==> config.mk <==
export PLATFORM = sky130hd
export DESIGN_NAME = vpu_stream_flat
export DESIGN_NICKNAME = d
export VERILOG_FILES = /design/src/rtl/vpu_stream_if.sv /design/src/rtl/vpu_stream.sv /design/src/flat_wrapper.sv
export SDC_FILE = /design/constraint.sdc
export NUM_CORES = 2
export LEC_CHECK = 0
export ABC_AREA = 0
export BUFFER_PORTS_ARGS = -buffer_cell sky130_fd_sc_hd__buf_2
export CELL_PAD_IN_SITES_DETAIL_PLACEMENT = 2
export CELL_PAD_IN_SITES_GLOBAL_PLACEMENT = 2
export CORE_ASPECT_RATIO = 0.5
export CORE_MARGIN = 4
export CORE_UTILIZATION = 38
export DETAILED_ROUTE_END_ITERATION = 10
export GPL_ROUTABILITY_DRIVEN = 0
export HOLD_SLACK_MARGIN = 0.12
export PLACE_DENSITY_LB_ADDON = 0.1
export SYNTH_ARGS = -nofsm -noshare
export SYNTH_HDL_FRONTEND = slang
export SYNTH_SLANG_ARGS = --single-unit
==> constraint.sdc <==
create_clock -name clk -period 9 [get_ports clk]
set_input_delay 0.9 -clock clk [delete_from_list [all_inputs] [get_ports clk]]
set_output_delay 0.9 -clock clk [all_outputs]
set_load 0.02 [all_outputs]
==> src/rtl/vpu_stream_if.sv <==
// Element/word stream bundle for vpu_stream: IN_LANES-wide input beats, OUT_LANES-wide masked output words.
// slave = the post-processing unit's view; master = the upstream/downstream side driving it.
interface vpu_stream_if #(
  parameter int DW        = 32,
  parameter int IN_LANES  = 2,
  parameter int OUT_LANES = 8
);
  logic                    in_valid;
  logic                    in_ready;
  logic [IN_LANES*DW-1:0]  in_data;
  logic                    out_valid;
  logic                    out_ready;
  logic [OUT_LANES*DW-1:0] out_data;
  logic [OUT_LANES-1:0]    out_mask;

  modport slave (
    input  in_valid, in_data, out_ready,
    output in_ready, out_valid, out_data, out_mask
  );

  modport master (
    output in_valid, in_data, out_ready,
    input  in_ready, out_valid, out_data, out_mask
  );
endinterface

==> src/rtl/vpu_stream.sv <==
// Streaming activation (pass/ReLU/clamp/leaky) that packs IN_LANES beats into masked OUT_LANES words.
// One cycle from completing beat to out_valid; in_ready drops while a held word is stalled by out_ready.
module vpu_stream #(
  parameter int DW        = 32,
  parameter int IN_LANES  = 2,
  parameter int OUT_LANES = 8,
  parameter int LEN_W     = 8
) (
  input  logic                 clk,
  input  logic                 rst,
  input  logic                 start,
  input  logic [3:0]           mode,
  input  logic [LEN_W-1:0]     length,
  input  logic signed [DW-1:0] cfg_clamp,
  input  logic [4:0]           cfg_shift,
  vpu_stream_if.slave          strm,
  output logic                 busy,
  output logic                 done,
  output logic                 err
);

  localparam int PW = $clog2(OUT_LANES) + 1;

  if ((OUT_LANES % IN_LANES) != 0) begin : g_bad_lanes
    $error("vpu_stream: OUT_LANES must be a multiple of IN_LANES");
  end

  typedef enum logic [1:0] {S_IDLE, S_RUN, S_DONE} state_t;

  state_t                  state_q;
  logic [3:0]              mode_q;
  logic signed [DW-1:0]    clamp_q;
  logic [4:0]              shift_q;
  logic [LEN_W-1:0]        rem_q;
  logic [PW-1:0]           ptr_q;
  logic [OUT_LANES*DW-1:0] pack_q;
  logic [OUT_LANES-1:0]    packm_q;
  logic                    out_valid_q;
  logic                    last_q;
  logic [OUT_LANES*DW-1:0] out_data_q;
  logic [OUT_LANES-1:0]    out_mask_q;
  logic                    done_q;
  logic                    err_q;

  logic [OUT_LANES*DW-1:0] pack_d;
  logic [OUT_LANES-1:0]    packm_d;
  logic [LEN_W-1:0]        take;
  logic                    in_ready;
  logic                    accept;
  logic                    last_beat;
  logic                    fill;
  logic                    out_fire;

  function automatic logic [DW-1:0] act(input logic signed [DW-1:0] x,
                                        input logic [3:0]           m,
                                        input logic signed [DW-1:0] c,
                                        input logic [4:0]           sh);
    logic signed [DW-1:0] y;
    case (m)
      4'd1:    y = (x > 0) ? x : '0;
      4'd2:    y = (x <= 0) ? '0 : ((x > c) ? c : x);
      4'd3:    y = (x < 0) ? (x >>> sh) : x;
      default: y = x;
    endcase
    return y;
  endfunction

  // Lanes past the remaining element count are dropped, so a short last beat never pollutes the word.
  always_comb begin
    pack_d  = pack_q;
    packm_d = packm_q;
    for (int i = 0; i < IN_LANES; i++) begin
      if (i < int'(rem_q)) begin
        pack_d[(int'(ptr_q) + i)*DW +: DW] = act(strm.in_data[i*DW +: DW], mode_q, clamp_q, shift_q);
        packm_d[int'(ptr_q) + i]           = 1'b1;
      end
    end
  end

  assign in_ready  = (state_q == S_RUN) && (!out_valid_q || strm.out_ready);
  assign accept    = strm.in_valid && in_ready && (rem_q != '0);
  assign take      = (rem_q < LEN_W'(IN_LANES)) ? rem_q : LEN_W'(IN_LANES);
  assign last_beat = (rem_q <= LEN_W'(IN_LANES));
  assign fill      = ((ptr_q + PW'(IN_LANES)) == PW'(OUT_LANES));
  assign out_fire  = out_valid_q && strm.out_ready;

  always_ff @(posedge clk) begin
    if (rst) begin
      state_q     <= S_IDLE;
      mode_q      <= '0;
      clamp_q     <= '0;
      shift_q     <= '0;
      rem_q       <= '0;
      ptr_q       <= '0;
      pack_q      <= '0;
      packm_q     <= '0;
      out_valid_q <= 1'b0;
      last_q      <= 1'b0;
      out_data_q  <= '0;
      out_mask_q  <= '0;
      done_q      <= 1'b0;
      err_q       <= 1'b0;
    end else begin
      case (state_q)
        S_IDLE: begin
          if (start) begin
            mode_q  <= mode;
            clamp_q <= cfg_clamp;
            shift_q <= cfg_shift;
            rem_q   <= length;
            ptr_q   <= '0;
            if (mode > 4'd3) begin
              state_q <= S_DONE;
              done_q  <= 1'b1;
              err_q   <= 1'b1;
            end else if (length == '0) begin
              state_q <= S_DONE;
              done_q  <= 1'b1;
            end else begin
              state_q <= S_RUN;
            end
          end
        end
        S_RUN: begin
          if (out_fire) begin
            out_valid_q <= 1'b0;
            if (last_q) begin
              state_q <= S_DONE;
              done_q  <= 1'b1;
            end
          end
          // A word loaded here overrides the clear above when both happen together.
          if (accept) begin
            rem_q <= rem_q - take;
            if (fill || last_beat) begin
              out_valid_q <= 1'b1;
              out_data_q  <= pack_d;
              out_mask_q  <= packm_d;
              last_q      <= last_beat;
              pack_q      <= '0;
              packm_q     <= '0;
              ptr_q       <= '0;
            end else begin
              pack_q  <= pack_d;
              packm_q <= packm_d;
              ptr_q   <= ptr_q + PW'(IN_LANES);
            end
          end
        end
        default: begin
          state_q <= S_IDLE;
          done_q  <= 1'b0;
          err_q   <= 1'b0;
          last_q  <= 1'b0;
        end
      endcase
    end
  end

  assign strm.in_ready  = in_ready;
  assign strm.out_valid = out_valid_q;
  assign strm.out_data  = out_data_q;
  assign strm.out_mask  = out_mask_q;
  assign busy           = (state_q != S_IDLE);
  assign done           = done_q;
  assign err            = err_q;

endmodule

==> src/flat_wrapper.sv <==
// flat-port wrapper written by rule: the top's interface ports become plain ports
module vpu_stream_flat 
#(
  parameter int DW        = 32,
  parameter int IN_LANES  = 2,
  parameter int OUT_LANES = 8,
  parameter int LEN_W     = 8
)
  (clk, rst, start, mode, length, cfg_clamp, cfg_shift, busy, done, err, strm_in_valid, strm_in_data, strm_out_ready, strm_in_ready, strm_out_valid, strm_out_data, strm_out_mask);
  vpu_stream_if #(.DW(DW), .IN_LANES(IN_LANES), .OUT_LANES(OUT_LANES)) strm_i ();
  input  logic clk;
  input  logic rst;
  input  logic start;
  input  logic [3:0] mode;
  input  logic [LEN_W-1:0] length;
  input  logic signed [DW-1:0] cfg_clamp;
  input  logic [4:0] cfg_shift;
  output logic busy;
  output logic done;
  output logic err;
  input wire logic [$bits(strm_i.in_valid)-1:0] strm_in_valid;
  input wire logic [$bits(strm_i.in_data)-1:0] strm_in_data;
  input wire logic [$bits(strm_i.out_ready)-1:0] strm_out_ready;
  output wire logic [$bits(strm_i.in_ready)-1:0] strm_in_ready;
  output wire logic [$bits(strm_i.out_valid)-1:0] strm_out_valid;
  output wire logic [$bits(strm_i.out_data)-1:0] strm_out_data;
  output wire logic [$bits(strm_i.out_mask)-1:0] strm_out_mask;
  assign strm_i.in_valid = strm_in_valid;
  assign strm_i.in_data = strm_in_data;
  assign strm_i.out_ready = strm_out_ready;
  assign strm_in_ready = strm_i.in_ready;
  assign strm_out_valid = strm_i.out_valid;
  assign strm_out_data = strm_i.out_data;
  assign strm_out_mask = strm_i.out_mask;
  vpu_stream #(.DW(DW), .IN_LANES(IN_LANES), .OUT_LANES(OUT_LANES), .LEN_W(LEN_W)) u_core (.clk(clk), .rst(rst), .start(start), .mode(mode), .length(length), .cfg_clamp(cfg_clamp), .cfg_shift(cfg_shift), .strm(strm_i), .busy(busy), .done(done), .err(err));
endmodule
==> run summary <==
Status -> finished clean
DIE AREA -> 85100 µm²
Dpl cells -> 4788
Post-route clock period utilization -> 0.552
Total CTS buffers -> 55
Post-route setup TNS -> 0 ns
Tightest Pin Transition -> 1.42 ns
Crit path launch type -> flip-flop
CTS tree -> built
Crit path required time -> 9.53 ns
F_max -> 0.201 GHz
Via/cell ratio -> 6.48
Primary FF master, synth -> dfxtp_1
Flops & latches, synth -> 586
Area Overhead vs Synth -> 14.7%
Initial cell density of the core -> 0.384
Clock Sink Count -> 586
H-tree Lvls -> 2
Most common cell after layout, fill and taps aside -> dfxtp_1
Final ANT Viol Nets -> 0
Data arrival time of the worst path -> 5.50 ns
Slew Limit Fails -> 0
Unique cell type count in the Yosys netlist -> 98
Hold_buf cts -> 0
Worst slack, placed -> 3.91 ns
Pwr Total -> 0.00678 W
Setup slack, reg-to-reg -> 4.03 ns
Syn Inst Count -> 3598
Async set-reset flop share out of synthesis -> 0
Rel. slew slack -> 0.0534
Ports -> 387
Final hold violations -> 0
Post-route setup slack -> 4.03 ns
Setup-failing EPs final -> 0
Worst-path clk slew -> 0.07 ns
Adder-cell share of the synthesized area -> 0.0304
Commonest cells after routing, fill and taps aside -> dfxtp_1 (582), nand2_1 (520), buf_2 (385)
Dpl hpwl -> 100 mm
Clk network pwr share -> 0.391
Fin nets -> 3987
Post-synthesis sequential area ratio -> 0.385
Hold Path Class -> flip-flop to flip-flop
Worst min-delay path startpoint -> u_core.pack_q[216]
Int Power -> 0.00458 W
Max Cap Viol -> 0
Layout Cells excl Fill -> 4894
Number of port buffers -> 386
Number of DRC markers in iteration 0 -> 2701
Crit. End Element -> flip-flop
GR peak layer -> met2
M2 GR Usage -> 0.551
Routed WL -> 146 mm
Cell Area, Placed -> 33000 µm²
Final Instance Area -> 35000 µm²
CTS Buffer Depth -> 3
Mapped Area -> 30500 µm²
Postcts setup bufs -> 0
Die Y -> 208 µm
Clock skew -> 0.0253 ns
Largest net degree at the start of global routing -> 125
RSZ-0062 raised after global routing -> false
Cell taking the most area after synthesis -> dfxtp_1
Crit path launch -> u_core.ptr_q[1]
Combinational share of power -> 0.204
Synth Warn # -> 0
Wire per inst -> 29.9 µm
Mapped Avg Cell Area -> 8.48 µm²
Vias -> 31700
Gr ovfl total -> 0
VDD IR max -> 129 µV
Layout cell share with drive strength beyond 1 -> 0.196
Leakage -> 13.5 nW
GR met3 Demand/Resource -> 0.0591
Largest cells by area after synthesis -> dfxtp_1 (38%), nand2_1 (6.4%), o21ai_0 (5.6%)
Core ar. -> 79500 µm²
GRT Util Overall -> 0.328
Cell area power density -> 194 nW/µm²
Post-synthesis compound-gate area fraction -> 0.287
Largest family of logic cells by synthesized area -> compound AO/OA/AOI/OAI gates
First-pass GRT wire length -> 217 mm
Drt drc -> 0
Chip width -> 409 µm
# resized after CTS -> 0
Met1 Track Usage GR -> 0.427
Multiplexer area fraction after synthesis -> 0.0781
Initial antenna violation count -> 7
Simple-gate share of the synthesized area -> 0.168
Cell Rows -> 73
TritonRoute pass-1 iters -> 5
Worst-path fanout max -> 22
Min Tclk post-route -> 4.97 ns
RR Startpoint -> u_core.ptr_q[1]
Synth top area share -> 0.385
EDFF count, synth -> 0
Clk_lat worst skew -> 0.64 ns
Psw -> 0.00219 W
Vias in the first global route -> 33300
XOR/XNOR share of the synthesized area -> 0
Flop pwr share -> 0.405
Clock tree root buffer cell -> clkbuf_16
Critical path type -> flip-flop to flip-flop
Switching Fraction -> 0.323
registers in the layout (all words and copies together) (netlist names), 2 cells and up:
register              flops
u_core.ptr_q              3
u_core.strm.out_data    256
u_core.pack_q           256
u_core.rem_q              8
u_core.shift_q            5
u_core.strm.out_mask      8
u_core.clamp_q           32
u_core.packm_q            8
u_core.state_q            2
u_core.mode_q             4
path summary, 6_finish.rpt:
kind / end / cells after the start
setup reg to reg: u_core.pack_q[201] / 9
hold reg to reg: u_core.pack_q[216] / 2
setup / recovery: u_core.pack_q[201] / 9
hold / removal: u_core.pack_q[216] / 2
critical path, cell delays in order (launching register included):
cell and delay (ns):
dfxtp_1 0.64, inv_1 0.30, ha_1 0.41, nand2b_1 0.18
nor2_1 0.08, nor2_1 0.56, nand2_1 0.16, nor2_1 0.98
nand2_1 1.03, o21ai_0 0.49
routing by layer:
layer	wire, µm	share of wire
met5	25	0.00017
met4	5010	0.034
met3	9670	0.066
met2	68900	0.47
met1	62800	0.43
cell usage after synthesis (33+ instances only):
master	instances
nor2_1	193
a21oi_1	340
a311oi_1	42
o21ai_1	39
and3_1	66
o221ai_1	35
buf_2	52
nand2_1	520
o211ai_1	57
a211oi_1	33
nor3_1	56
a31oi_1	90
o21ai_0	341
dfxtp_1	586
mux2i_1	40
clkbuf_1	201
a22o_1	73
mux4_2	72
inv_1	60
ha_1	74
nand3_1	95
power by group through the flow:
stage / logic [W] / clock network, W / registers (W)
floorplan: 0.000797 / 0 / 0.00280
global placement: 0.00130 / 0 / 0.00280
detailed placement: 0.00134 / 0 / 0.00280
CTS: 0.00135 / 0.00268 / 0.00274
global route: 0.00146 / 0.00280 / 0.00275
finish: 0.00139 / 0.00265 / 0.00274
per-stage QoR:
stage / hold slack (ns) / utilization
floorplan: 0.417 / -
global placement: 0.427 / 0.415
detailed placement: 0.442 / 0.415
CTS: 0.457 / 0.440
global route: 0.470 / 0.440
finish: 0.455 / 0.440
cells by family (layout without fill, tap and decap cells):
group | count (synthesis) | in the layout
multiplexers | 144 | 144
AND/OR/NAND/NOR | 1108 | 1108
AO/OA/AOI/OAI | 1320 | 1320
other | 2 | 8
adder cells (fa/ha/maj) | 74 | 74
flip-flops | 586 | 586
buffers and inverters | 364 | 604
layout make-up:
cell class	count	area, µm²
tap	1050	1310
clock buffer	77	1590
sequential	586	11700
antenna	5	12.5
clock inverter	24	405
inverter	62	238
multi-input combinational	2649	17300
timing repair buffer	441	2360
fill	8929	44500
Note: power is estimated with default switching activity, not from simulation.
